## src/rtl/hex_word_printer_if.sv

```systemverilog
// Handshake bundle for hex_word_printer: word input stream, ASCII byte
// output stream and the busy flag. The printer attaches to the slave modport.
interface hex_word_printer_if #(
  parameter int unsigned WIDTH = 32
);
  logic             in_valid;
  logic             in_ready;
  logic [WIDTH-1:0] in_data;
  logic             out_valid;
  logic             out_ready;
  logic [7:0]       out_char;
  logic             busy;

  modport master (
    output in_valid, in_data, out_ready,
    input  in_ready, out_valid, out_char, busy
  );

  modport slave (
    input  in_valid, in_data, out_ready,
    output in_ready, out_valid, out_char, busy
  );
endinterface

```

## src/rtl/hex_word_printer.sv

```systemverilog
// hex_word_printer: prints a WIDTH-bit word as hex ASCII, MS nibble first,
// followed by TERM_CHAR. Optional "0x" prefix when HEX_WORD_PRINTER_PREFIX_EN
// is defined. Digits go through a registered nibble-to-ASCII converter, so
// each digit takes a LOOKUP cycle followed by an EMIT cycle.
module hex_word_printer #(
  parameter int unsigned WIDTH     = 32,
  parameter logic [7:0]  TERM_CHAR = 8'h0A
) (
  input  logic              clk,
  input  logic              reset_n,
  hex_word_printer_if.slave bus
);
  localparam int unsigned   NIB      = WIDTH / 4;
  localparam int unsigned   CW       = (NIB > 1) ? $clog2(NIB) : 1;
  localparam logic [CW-1:0] CNT_LAST = CW'(NIB - 1);

  generate
    if (WIDTH < 4 || (WIDTH % 4) != 0) begin : g_bad_width
      $error("hex_word_printer: WIDTH must be a multiple of 4 and >= 4");
    end
  endgenerate

  typedef enum logic [2:0] {
    S_IDLE,
`ifdef HEX_WORD_PRINTER_PREFIX_EN
    S_PRE0,
    S_PRE1,
`endif
    S_LOOKUP,
    S_EMIT,
    S_TERM
  } state_t;

`ifdef HEX_WORD_PRINTER_PREFIX_EN
  localparam state_t FIRST_S = S_PRE0;
`else
  localparam state_t FIRST_S = S_LOOKUP;
`endif

  state_t           state_q, state_d;
  logic [WIDTH-1:0] sh_q;
  logic [CW-1:0]    cnt_q;
  logic             out_valid_q, valid_d;
  logic [7:0]       out_char_q, char_d;

  // Nibble-to-ASCII table; B and D are lowercase so they can't be misread as 8/0
  function automatic logic [7:0] hex_ascii(input logic [3:0] n);
    logic [7:0] c;
    case (n)
      4'hA:    c = 8'h41;
      4'hB:    c = 8'h62;
      4'hC:    c = 8'h43;
      4'hD:    c = 8'h64;
      4'hE:    c = 8'h45;
      4'hF:    c = 8'h46;
      default: c = {4'h3, n};
    endcase
    return c;
  endfunction

  // State register
  always_ff @(posedge clk or negedge reset_n) begin
    if (!reset_n) state_q <= S_IDLE;
    else          state_q <= state_d;
  end

  // Next-state logic
  always_comb begin
    state_d = state_q;
    case (state_q)
      S_IDLE:   if (bus.in_valid) state_d = FIRST_S;
`ifdef HEX_WORD_PRINTER_PREFIX_EN
      S_PRE0:   if (bus.out_ready) state_d = S_PRE1;
      S_PRE1:   if (bus.out_ready) state_d = S_LOOKUP;
`endif
      S_LOOKUP: state_d = S_EMIT;
      S_EMIT:   if (bus.out_ready) state_d = (cnt_q == '0) ? S_TERM : S_LOOKUP;
      S_TERM:   if (bus.out_ready) state_d = S_IDLE;
      default:  state_d = S_IDLE;
    endcase
  end

  // Output decode; out_valid/out_char are registered, so their next values
  // are chosen by the state being entered and simply held while stalled.
  always_comb begin
    bus.in_ready  = (state_q == S_IDLE) && reset_n;
    bus.busy      = (state_q != S_IDLE);
    bus.out_valid = out_valid_q;
    bus.out_char  = out_char_q;
    valid_d       = out_valid_q;
    char_d        = out_char_q;
    if (state_d != state_q) begin
      case (state_d)
`ifdef HEX_WORD_PRINTER_PREFIX_EN
        S_PRE0:   begin valid_d = 1'b1; char_d = 8'h30; end
        S_PRE1:   begin valid_d = 1'b1; char_d = 8'h78; end
`endif
        S_LOOKUP: valid_d = 1'b0;
        S_EMIT:   begin valid_d = 1'b1; char_d = hex_ascii(sh_q[WIDTH-1 -: 4]); end
        S_TERM:   begin valid_d = 1'b1; char_d = TERM_CHAR; end
        default:  valid_d = 1'b0;
      endcase
    end
  end

  // Datapath: word shift register, nibble counter, registered outputs
  always_ff @(posedge clk or negedge reset_n) begin
    if (!reset_n) begin
      sh_q        <= '0;
      cnt_q       <= '0;
      out_valid_q <= 1'b0;
      out_char_q  <= '0;
    end else begin
      out_valid_q <= valid_d;
      out_char_q  <= char_d;
      if (state_q == S_IDLE && bus.in_valid) begin
        sh_q  <= bus.in_data;
        cnt_q <= CNT_LAST;
      end else if (state_q == S_EMIT && bus.out_ready) begin
        sh_q <= sh_q << 4;
        if (cnt_q != '0) cnt_q <= cnt_q - CW'(1);
      end
    end
  end
endmodule

```

## src/flat_wrapper.sv

```systemverilog
// flat-port wrapper written by rule: the top's interface ports become plain ports
module hex_word_printer_flat 
#(
  parameter int unsigned WIDTH     = 32,
  parameter logic [7:0]  TERM_CHAR = 8'h0A
)
  (clk, reset_n, bus_in_valid, bus_in_data, bus_out_ready, bus_in_ready, bus_out_valid, bus_out_char, bus_busy);
  hex_word_printer_if #(.WIDTH(WIDTH)) bus_i ();
  input  logic clk;
  input  logic reset_n;
  input wire logic [$bits(bus_i.in_valid)-1:0] bus_in_valid;
  input wire logic [$bits(bus_i.in_data)-1:0] bus_in_data;
  input wire logic [$bits(bus_i.out_ready)-1:0] bus_out_ready;
  output wire logic [$bits(bus_i.in_ready)-1:0] bus_in_ready;
  output wire logic [$bits(bus_i.out_valid)-1:0] bus_out_valid;
  output wire logic [$bits(bus_i.out_char)-1:0] bus_out_char;
  output wire logic [$bits(bus_i.busy)-1:0] bus_busy;
  assign bus_i.in_valid = bus_in_valid;
  assign bus_i.in_data = bus_in_data;
  assign bus_i.out_ready = bus_out_ready;
  assign bus_in_ready = bus_i.in_ready;
  assign bus_out_valid = bus_i.out_valid;
  assign bus_out_char = bus_i.out_char;
  assign bus_busy = bus_i.busy;
  hex_word_printer #(.WIDTH(WIDTH), .TERM_CHAR(TERM_CHAR)) u_core (.clk(clk), .reset_n(reset_n), .bus(bus_i));
endmodule
```

## config.mk

```make
export PLATFORM = sky130hd
export DESIGN_NAME = hex_word_printer_flat
export DESIGN_NICKNAME = d
export VERILOG_FILES = /design/src/rtl/hex_word_printer_if.sv /design/src/rtl/hex_word_printer.sv /design/src/flat_wrapper.sv
export SDC_FILE = /design/constraint.sdc
export NUM_CORES = 1
export LEC_CHECK = 0
export ABC_AREA = 1
export CORE_MARGIN = 8
export CORE_UTILIZATION = 54
export DETAILED_ROUTE_END_ITERATION = 8
export PLACE_DENSITY = 0.84
export SYNTH_ARGS = -nofsm -noshare
export SYNTH_HDL_FRONTEND = slang
export SYNTH_SLANG_ARGS = --single-unit
export TNS_END_PERCENT = 50
```

## constraint.sdc

```tcl
create_clock -name clk -period 2.5 [get_ports clk]
set_input_delay 0.625 -clock clk [delete_from_list [all_inputs] [get_ports clk]]
set_output_delay 0.625 -clock clk [all_outputs]
set_load 0.02 [all_outputs]
```

==> impl_metrics.py <==
metrics = {
    "power": {
        "p_clk_share_pct": 19.2,
        "netSwitchingFraction_pct": 33.9,
        "max-vdd-ir-drop_mv": 0.371,
        "power_switching_uw": 764,
        "total_leakage_power_nw": 1.33,
        "p_seq_share_pct": 47.4,
        "power_frac_comb_pct": 33.4,
        "p_int_mw": 1.49,
        "cellPowerDensity_nw_per_um2": 806,
    },
    "critical_path": {
        "cp-startpoint": "u_core.state_q[0]",
        "r2r_start": "u_core.state_q[0]",
        "crit_path_end": "bus_in_ready",
        "path_class": "reg2out",
        "start_kind": "register",
        "r2r_cells": 8,
        "critical_path.max_stage_delay_ns": 0.61,
        "cp.required_ns": 1.88,
        "crit_slowest_cell": "clkdlybuf4s50_1",
        "critPathCaptureType": "primary output",
        "arrival_ns": 1.70,
        "critPathMaxFanout": 4,
        "r2r-end": "u_core.bus.out_char[1]",
        "path_cells": "nor2_4 -> nand2_1 -> nor2_1 -> clkdlybuf4s50_1",
        "reg2reg_slack_ns": 0.99,
    },
    "routing": {
        "viasPerCell": 5.22,
        "vias": 1886,
        "drt_wl_total_mm": 4.65,
        "ant_nets": 0,
        "avgRoutedWirePerCell_um": 12.9,
        "drc_errors": 0,
        "drt_iter0_markers": 84,
        "dr.pass1.iters": 4,
    },
    "final_layout": {
        "finalNonFillerCells": 361,
        "final_common_cell": "o21ai_1",
        "final_util_pct": 69.9,
        "n_fill_cell": 328,
        "drive_above_1_share_pct": 7.72,
        "n_antenna_cell": 0,
        "final_cell_mix": "o21ai_1 (65), dfrtp_1 (46), clkdlybuf4s50_1 (44), inv_1 (39), nand2_1 (32)",
        "area_growth_pct": 25.2,
        "nets": 349,
    },
    "die": {
        "fp.dieArea_um2": 6450,
        "die-width_um": 80.3,
        "die_h_um": 80.3,
        "core-area_um2": 4000,
        "start_util_pct": 55.8,
        "io_pins": 47,
        "row_count": 23,
    },
    "clocking": {
        "clock_latency_ns": 0.30,
        "clockBufferDepth": 2,
        "clk_pin_slew_ns": 0.08,
        "cts_buffers": 5,
        "h-tree-depth": 2,
        "cts_setup_buffers": 0,
        "root_buffer": "clkbuf_8",
        "cts.repair.resized": 0,
        "cts_tree": "yes",
        "clock_sinks": 46,
        "hold_buffers": 0,
    },
    "global_route": {
        "grt_pass1_vias": 1876,
        "grt-ovfl-total": 0,
        "grt_max_degree": 59,
        "groute.usage.overall_pct": 16.0,
        "antenna_found_initial": 0,
        "grt_pass1_wl_mm": 8.31,
    },
    "sta": {
        "relSlewSlack_pct": 61.7,
        "skew_ns": 0.00604,
        "final_hold_viol_count": 0,
        "min_period_ns": 2.33,
        "whs_ns": 0.424,
        "finalCritPeriodShare_pct": 93.1,
        "fmax_mhz": 430,
        "setup_viol": 0,
        "rsz0062_at_grt": "no",
        "setup_tns_ns": 0,
        "drv_slew": 0,
        "tightest_slew_ns": 0.575,
    },
    "placed_design": {
        "dp.cells": 354,
        "io_buffers": 45,
        "place.gp.congestion": 0.821,
        "hpwl_mm": 3.29,
    },
    "run_status": {
        "outcome": "completed",
    },
    "logic_synthesis": {
        "yosysSeqAreaShare_pct": 51.5,
        "ys_types": 24,
        "netlist_area_um2": 2230,
        "synth_seq_cells": 46,
        "yosysWarnings": 0,
        "syn_avg_cell_area_um2": 8.36,
        "syn_inst": 267,
    },
    "hold_path": {
        "min_path_type": "in2async",
    },
    "run": {
        "drv_cap": 0,
    },
}
power by group through the flow:
stage	clock network, mW	logic, mW	registers [mW]
2_1_floorplan	0	0.405	1.13
3_3_place_gp	0	0.733	1.07
3_5_place_dp	0	0.754	1.08
4_1_cts	0.441	0.762	1.07
5_1_grt	0.476	0.853	1.10
6_report	0.432	0.752	1.07
cell type report:
class | instances | area (um2) | area share, %
timing repair buffer | 50 | 495 | 17.7
tap | 50 | 62.6 | 2.24
clock buffer | 6 | 72.6 | 2.60
multi-input combinational | 166 | 848 | 30.3
inverter | 42 | 158 | 5.64
sequential | 46 | 1150 | 41.2
clock inverter | 1 | 7.51 | 0.269
state kept, by name (all words and copies together), names as in the netlist:
register / flops
u_core.cnt_q: 3
u_core.bus.out_valid: 1
u_core.bus.out_char: 7
u_core.state_q: 3
u_core.sh_q: 32
per-stage QoR:
step	worst slack, ns	total power, mW	area (um2)
floorplan	0.796	1.54	2240
global placement	0.429	1.81	2720
detailed placement	0.362	1.84	2720
CTS	0.159	2.27	2800
global route	0.0777	2.43	2800
finish	0.173	2.25	2800
synth_stat cells:
cell type,instances,area [um2]
nand2_4,1,11.3
nand4_1,1,6.26
nor2_1,6,22.5
o211ai_1,1,7.51
nand3_4,1,17.5
ha_1,2,25.0
buf_4,6,45.0
nand2_2,2,12.5
nor2_4,1,11.3
nand3_1,12,60.1
dfrtp_1,46,1150
inv_1,39,146
nor2_2,1,6.26
o21ai_0,30,150
a21oi_1,4,20.0
xor2_1,1,8.76
nand2_1,32,120
inv_2,3,11.3
conb_1,1,3.75
o22ai_1,1,6.26
buf_2,4,20.0
nand3_2,3,30.0
clkbuf_1,4,15.0
o21ai_1,65,325
logic make-up after synthesis:
kind of cell               after synthesis  share of synthesized area, %
AOI/OAI and AO/OA                      101                          22.8
buffers and inverters                   56                          10.6
xor gates and xnor gates                 1                         0.392
and+or+nand+nor                         60                          13.3
adders and majority gates                2                          1.12
other                                    1                         0.168
DFF                                     46                          51.5
layer usage:
metal / track usage [%] / wire length (um)
met4: 5.45 / 44
met2: 26.0 / 2210
met1: 19.6 / 2130
met5: 0 / 0
met3: 4.91 / 272
how the worst min path moves through the flow:
stage	startpoint	end	slack (ns)
2_1_floorplan	reset_n	u_core.bus.out_char[0]	0.33
3_3_place_gp	u_core.sh_q[24]	u_core.sh_q[24]	0.46
3_5_place_dp	u_core.bus.out_char[3]	u_core.bus.out_char[3]	0.46
4_1_cts	reset_n	u_core.bus.out_valid	0.44
5_1_grt	reset_n	u_core.bus.out_char[3]	0.48
6_report	reset_n	u_core.bus.out_valid	0.42
worst max-delay path, delay by kind of cell, from the launching register on:
family	cells	cell delay, ns
buf+inv	1	0.61
simple gates	3	0.35
flops	1	0.44
No activity file was read; power rests on OpenSTA's default activity.
==> RTL edit 1: new RTL, same flow settings <==
Reset style: synchronous (`reset_n`), changed in 2 clocked blocks.
--- a/src/rtl/hex_word_printer.sv
+++ b/src/rtl/hex_word_printer.sv
@@ -59,7 +59,7 @@
   endfunction
 
   // State register
-  always_ff @(posedge clk or negedge reset_n) begin
+  always_ff @(posedge clk) begin
     if (!reset_n) state_q <= S_IDLE;
     else          state_q <= state_d;
   end
@@ -104,7 +104,7 @@
   end
 
   // Datapath: word shift register, nibble counter, registered outputs
-  always_ff @(posedge clk or negedge reset_n) begin
+  always_ff @(posedge clk) begin
     if (!reset_n) begin
       sh_q        <= '0;
       cnt_q       <= '0;
Formal check against the unedited RTL: differs if reset_n is asserted again (counterexample within 4 cycles, from zero or initial values and one cycle with reset_n low); with reset_n held inactive, the same outputs for 10 cycles.
==> RTL edit 1 against the original RTL <==
Worst setup slack better by 200 ps. Design area grew 0.54%. Routed wire length grew 7.5%. First-iteration DRC count up 7.1%. Hold slack gained 43 ps. Sequential cell count stayed put. Area after synthesis decreased by 0.34%. Count of clock-buffer cells in the layout rose by 1.
Power is not compared: it rests on default switching activity, and its combinational part moved more than twofold at a synthesized area within 25%.
==> RTL edit 1: results (changes against the original RTL) <==
| Metric | Value |
|---|---|
| Avg Inst Size Synth | 7.30 um^2 (was 8.36 um^2) |
| Final hold vios | 0 (unchanged) |
| M3 GR Usage | 5.13% (was 4.91%) |
| Min-Delay Path Depth | 2 |
| HP Class | reg -> reg (was in -> async) |
| Area contributors post-synth | dfxtp_1 (41%), nand2_1 (11%), a21oi_1 (9.7%) (was dfrtp_1 (52%), o21ai_1 (15%), o21ai_0 (6.7%)) |
| Layout cell share with drive strength beyond 1 | 7.47% (was 7.72%) |
| Post-synth top cells | nand2_1 (64), dfxtp_1 (46), a21oi_1 (43), inv_1 (26), o21a_1 (24) (was o21ai_1 (65), dfrtp_1 (46), inv_1 (39), nand2_1 (32), o21ai_0 (30)) |
| TritonCTS Buffers | 5 (unchanged) |
| Max Root-Sink Buffers | 2 (unchanged) |
| Cell Area, Placed | 2730 um^2 (was 2720 um^2) |
| Outcome | finished clean (unchanged) |
| Max Fclk | 0.469 GHz (was 0.430 GHz) |
| First-pass GRT wire length | 8480 um (was 8310 um) |
| DP Worst Slack | 20.2 ps (was 362 ps) |
| Worst setup path end | bus_busy (was bus_in_ready) |
| GRT met1 Usage | 17.4% (was 19.6%) |
| P_leak | 1.13 nW |
| CTS HTree Levels | 2 (unchanged) |
| GRT Total Usage | 16.5% (was 16.0%) |
| Clock skew | 6.04 ps (about the same) |
| Register area share after synthesis | 41.4% (was 51.5%) |
| Largest net degree at the start of global routing | 37 (was 59) |
| CP max-delay cell | clkdlybuf4s50_1 (unchanged) |
| Adder-Cell Fraction of Synth Area | 1.12% (about the same) |
| Routed len/inst | 12.6 um (was 12.9 um) |
| Critical Path AT | 1510 ps (was 1700 ps) |
| Root Driver | clkbuf_8 (unchanged) |
| Dpl cells | 391 (was 354) |
| Largest register FFs | 32 (unchanged) |
| R2r setup slk | 940 ps (was 990 ps) |
| Synth unique cells | 29 (was 24) |
| WL met1 | 2180 um (was 2130 um) |
| Met2 Wirelength | 2400 um (was 2210 um) |
| Mux contribution to synthesized area | 0% (unchanged) |
| Ys async rst share | 0% (was 100%) |
| Xor and xnor area share after synthesis | 0% (was 0.392%) |
| GRT Residual Overflow | 0 (unchanged) |
| DR WL met3 | 318 um (was 272 um) |
| Via-to-Cell Ratio | 5.22 (about the same) |
| DPL Wire Length | 3640 um (was 3290 um) |
| Register Area | 921 um^2 (was 1150 um^2) |
| Fillers | 352 (was 328) |
| Met2 Usage GRT | 29.0% (was 26.0%) |
| RD Place Congestion | 0.846 (was 0.821) |
| Number of global-route vias before repair | 2009 (was 1876) |
| Detailed Route Iter0 Violations | 90 (was 84) |
| Fin cells | 398 (was 361) |
| R2R depth | 9 (was 8) |
| Worst r2r dst | u_core.bus.out_char[6] (was u_core.bus.out_char[1]) |
| Hold slack | 467 ps (was 424 ps) |
| Compound-Gate Fraction of Synth Area | 27.4% (was 22.8%) |
| Worst r2r src | u_core.state_q[2] (was u_core.state_q[0]) |
==> RTL edit 1: report_power, final <==
part | internal, mW | leakage [nW] | switching, mW
Clock | 0.193 | 0.0383 | 0.231
Sequential | 0.760 | 0.374 | 0.0163
Combinational | 0.118 | 0.717 | 0.122
Total | 1.07 | 1.13 | 0.369
==> RTL edit 1: worst reg2reg max path: stages, from the launching register on <==
cell and delay, ps:
dfxtp_1 440, inv_2 80, nand4_1 160, nand2_2 110, inv_2 230, nand3_4 160, nand2_4 140, nand2_1 60
nand2_1 50, nor2_1 40
==> RTL edit 1: layout make-up <==
class | instances | share of cell area (%)
Tap cell | 50 | 2.23
Timing Repair Buffer | 52 | 19.3
Clock buffer | 7 | 2.72
Multi-Input combinational cell | 213 | 39.0
Sequential cell | 46 | 32.8
Inverter | 30 | 4.01
==> RTL edit 1: repair_timing <==
action / 4_1_cts / 5_1_grt
resized for setup: 0 / 1
hold buffers: 0 / 0
endpoints found under the setup margin: 0 / 1
==> RTL edit 2: new RTL, same flow settings <==
Made on the original files. Add a define of `HEX_WORD_PRINTER_PREFIX_EN`.
--- a/src/rtl/hex_word_printer.sv
+++ b/src/rtl/hex_word_printer.sv
@@ -2,6 +2,8 @@
 // followed by TERM_CHAR. Optional "0x" prefix when HEX_WORD_PRINTER_PREFIX_EN
 // is defined. Digits go through a registered nibble-to-ASCII converter, so
 // each digit takes a LOOKUP cycle followed by an EMIT cycle.
+`define HEX_WORD_PRINTER_PREFIX_EN
+
 module hex_word_printer #(
   parameter int unsigned WIDTH     = 32,
   parameter logic [7:0]  TERM_CHAR = 8'h0A
Formal check against the unedited RTL: not equivalent (Yosys sat finds a counterexample within 4 cycles, from zero or initial values and one cycle with reset_n low).
==> RTL edit 2 against the original RTL <==
Worst setup slack got worse by 58 ps. Design area rose by 5.6%. Die area rose by 4.9%. Routed wire length rose by 10%. Sequential share of layout area fell by 2.2 points. Area after synthesis rose by 6.1%. Synthesized cell count rose by 10%. Hold slack got worse by 9.8 ps. Sequential cell count did not move. Non-clock buffer count fell by 1. Global-route usage rose by 0.65 points.
Power is not compared: it rests on default switching activity, and its combinational part moved more than twofold at a synthesized area within 25%.
==> RTL edit 2: results (changes against the original RTL) <==
| Metric | Value |
|---|---|
| Outcome | finished clean (unchanged) |
| Total of cells resized after clock tree synthesis | 0 (unchanged) |
| Final worst path period share | 95.4% (was 93.1%) |
| Via-to-Cell Ratio | 5.33 (was 5.22) |
| GRT Total Usage | 16.7% (was 16.0%) |
| Worst rel slew slack | 63.4% (was 61.7%) |
| First-pass GRT wire length | 8830 um (was 8310 um) |
| Dpl cells | 383 (was 354) |
| HP Class | in -> async (unchanged) |
| Area contributors post-synth | dfrtp_1 (49%), o21ai_0 (15%), inv_1 (7.1%) (was dfrtp_1 (52%), o21ai_1 (15%), o21ai_0 (6.7%)) |
| P_sw | 1.60 mW |
| Initial antenna violation count | 0 (unchanged) |
| Worst setup path end | bus_in_ready (unchanged) |
| Max Root-Sink Buffers | 2 (unchanged) |
| Critical Path AT | 1760 ps (was 1700 ps) |
| Ys async rst share | 100% (unchanged) |
| CP max-delay cell | clkdlybuf4s50_1 (unchanged) |
| Largest Register | u_core.sh_q (unchanged) |
| Root Driver | clkbuf_8 (unchanged) |
| Largest register FFs | 32 (unchanged) |
| Fin cells | 391 (was 361) |
| DP Worst Slack | 263 ps (was 362 ps) |
| CTS HTree Levels | 2 (unchanged) |
| RD Place Congestion | 0.883 (was 0.821) |
| R2R depth | 11 (was 8) |
| Synth unique cells | 28 (was 24) |
| DPL Wire Length | 3770 um (was 3290 um) |
| Worst r2r dst | u_core.bus.out_valid (was u_core.bus.out_char[1]) |
| Ys flop type | dfrtp_1 (unchanged) |
| Worst r2r src | u_core.cnt_q[0] (was u_core.state_q[0]) |
| Syn_nets | 333 |
| Post-synth top cells | o21ai_0 (73), dfrtp_1 (46), inv_1 (45), nand2_1 (39) (was o21ai_1 (65), dfrtp_1 (46), inv_1 (39), nand2_1 (32), o21ai_0 (30)) |
| TritonCTS Buffers | 5 (unchanged) |
| Fillers | 349 (was 328) |
| Clock skew | 3.67 ps (was 6.04 ps) |
| Critical path's top delay family | buffers and inverters (unchanged) |
| IO buf count | 45 (unchanged) |
| P_leak | 1.43 nW |
| CP max stage delay | 610 ps (about the same) |
| Ys Warns | 0 (unchanged) |
| Setup Fix Bufs, Post-CTS | 0 (unchanged) |
| Max FO, Critical Path | 6 (was 4) |
| Avg Inst Size Synth | 8.03 um^2 (was 8.36 um^2) |
| Register area share after synthesis | 48.6% (was 51.5%) |
| Routed len/inst | 13.1 um (was 12.9 um) |
| Worst-Skew Late Latency | 300 ps (about the same) |
| Clk slew on worst S/H paths | 80 ps (about the same) |
| Layout cell share with drive strength beyond 1 | 8.85% (was 7.72%) |
| Worst ir drop on vdd | 542 uV |
| N_diodes | 0 (unchanged) |
| Number of global-route vias before repair | 2078 (was 1876) |
| R2r setup slk | 840 ps (was 990 ps) |
| Launch point of the critical path | u_core.state_q[0] (unchanged) |
| Largest net degree at the start of global routing | 59 (unchanged) |
| Drt pass-1 iters | 4 (unchanged) |
| Detailed Route Iter0 Violations | 135 (was 84) |
RTL edit 2: cell type report:
type,count,area [um^2],area share (%)
Clock buffer,7,86.3,2.92
Clock inverter,1,5.00,0.169
Inverter,48,180,6.10
Multi-Input combinational cell,188,977,33.1
Sequential cell,46,1150,39.0
Tap cell,52,65.1,2.20
Timing Repair Buffer,49,488,16.5
RTL edit 2: metal layers:
layer	part of all wire [%]	vias to the layer above	global-route usage [%]
met5	0	-	0
met4	1.4	0	4.91
met3	5.3	6	4.87
met2	50	50	29.1
met1	44	984	19.2
li1	-	1045	-
RTL edit 2: logic make-up after synthesis:
group	Yosys count	share of synthesized area, %
AO/OA/AOI/OAI	99	21.2
adder cells (fa/ha/maj)	2	1.06
buffers and inverters	61	10.4
flip-flops	46	48.6
other	1	0.158
AND/OR/NAND/NOR	86	18.6
RTL edit 2: worst reg2reg max path, cell delays in order (launching register included):
cell and delay, ps:
dfrtp_1 360, inv_1 110, ha_1 160, nand2_1 70, nand2_1 100, inv_1 50, nand2_1 160, nand2_2 110
nand2_2 120, nand3_4 120, nand2_4 130, nand2_1 70
RTL edit 2: stage by stage:
stage | hold slack, ps | utilization [%] | instance area [um^2]
global placement | 459 | 66.5 | 2860
floorplan | 329 | - | 2370
detailed placement | 464 | 66.5 | 2860
CTS | 436 | 68.6 | 2950
finish | 414 | 68.8 | 2950
global route | 466 | 68.8 | 2950
RTL edit 2: power groups by stage:
stage	sequential [mW]	combinational, mW	clock (mW)
floorplan	1.32	1.31	0
global placement	1.27	1.82	0
detailed placement	1.29	1.89	0
CTS	1.28	1.90	0.470
global route	1.32	2.16	0.497
finish	1.28	1.89	0.462
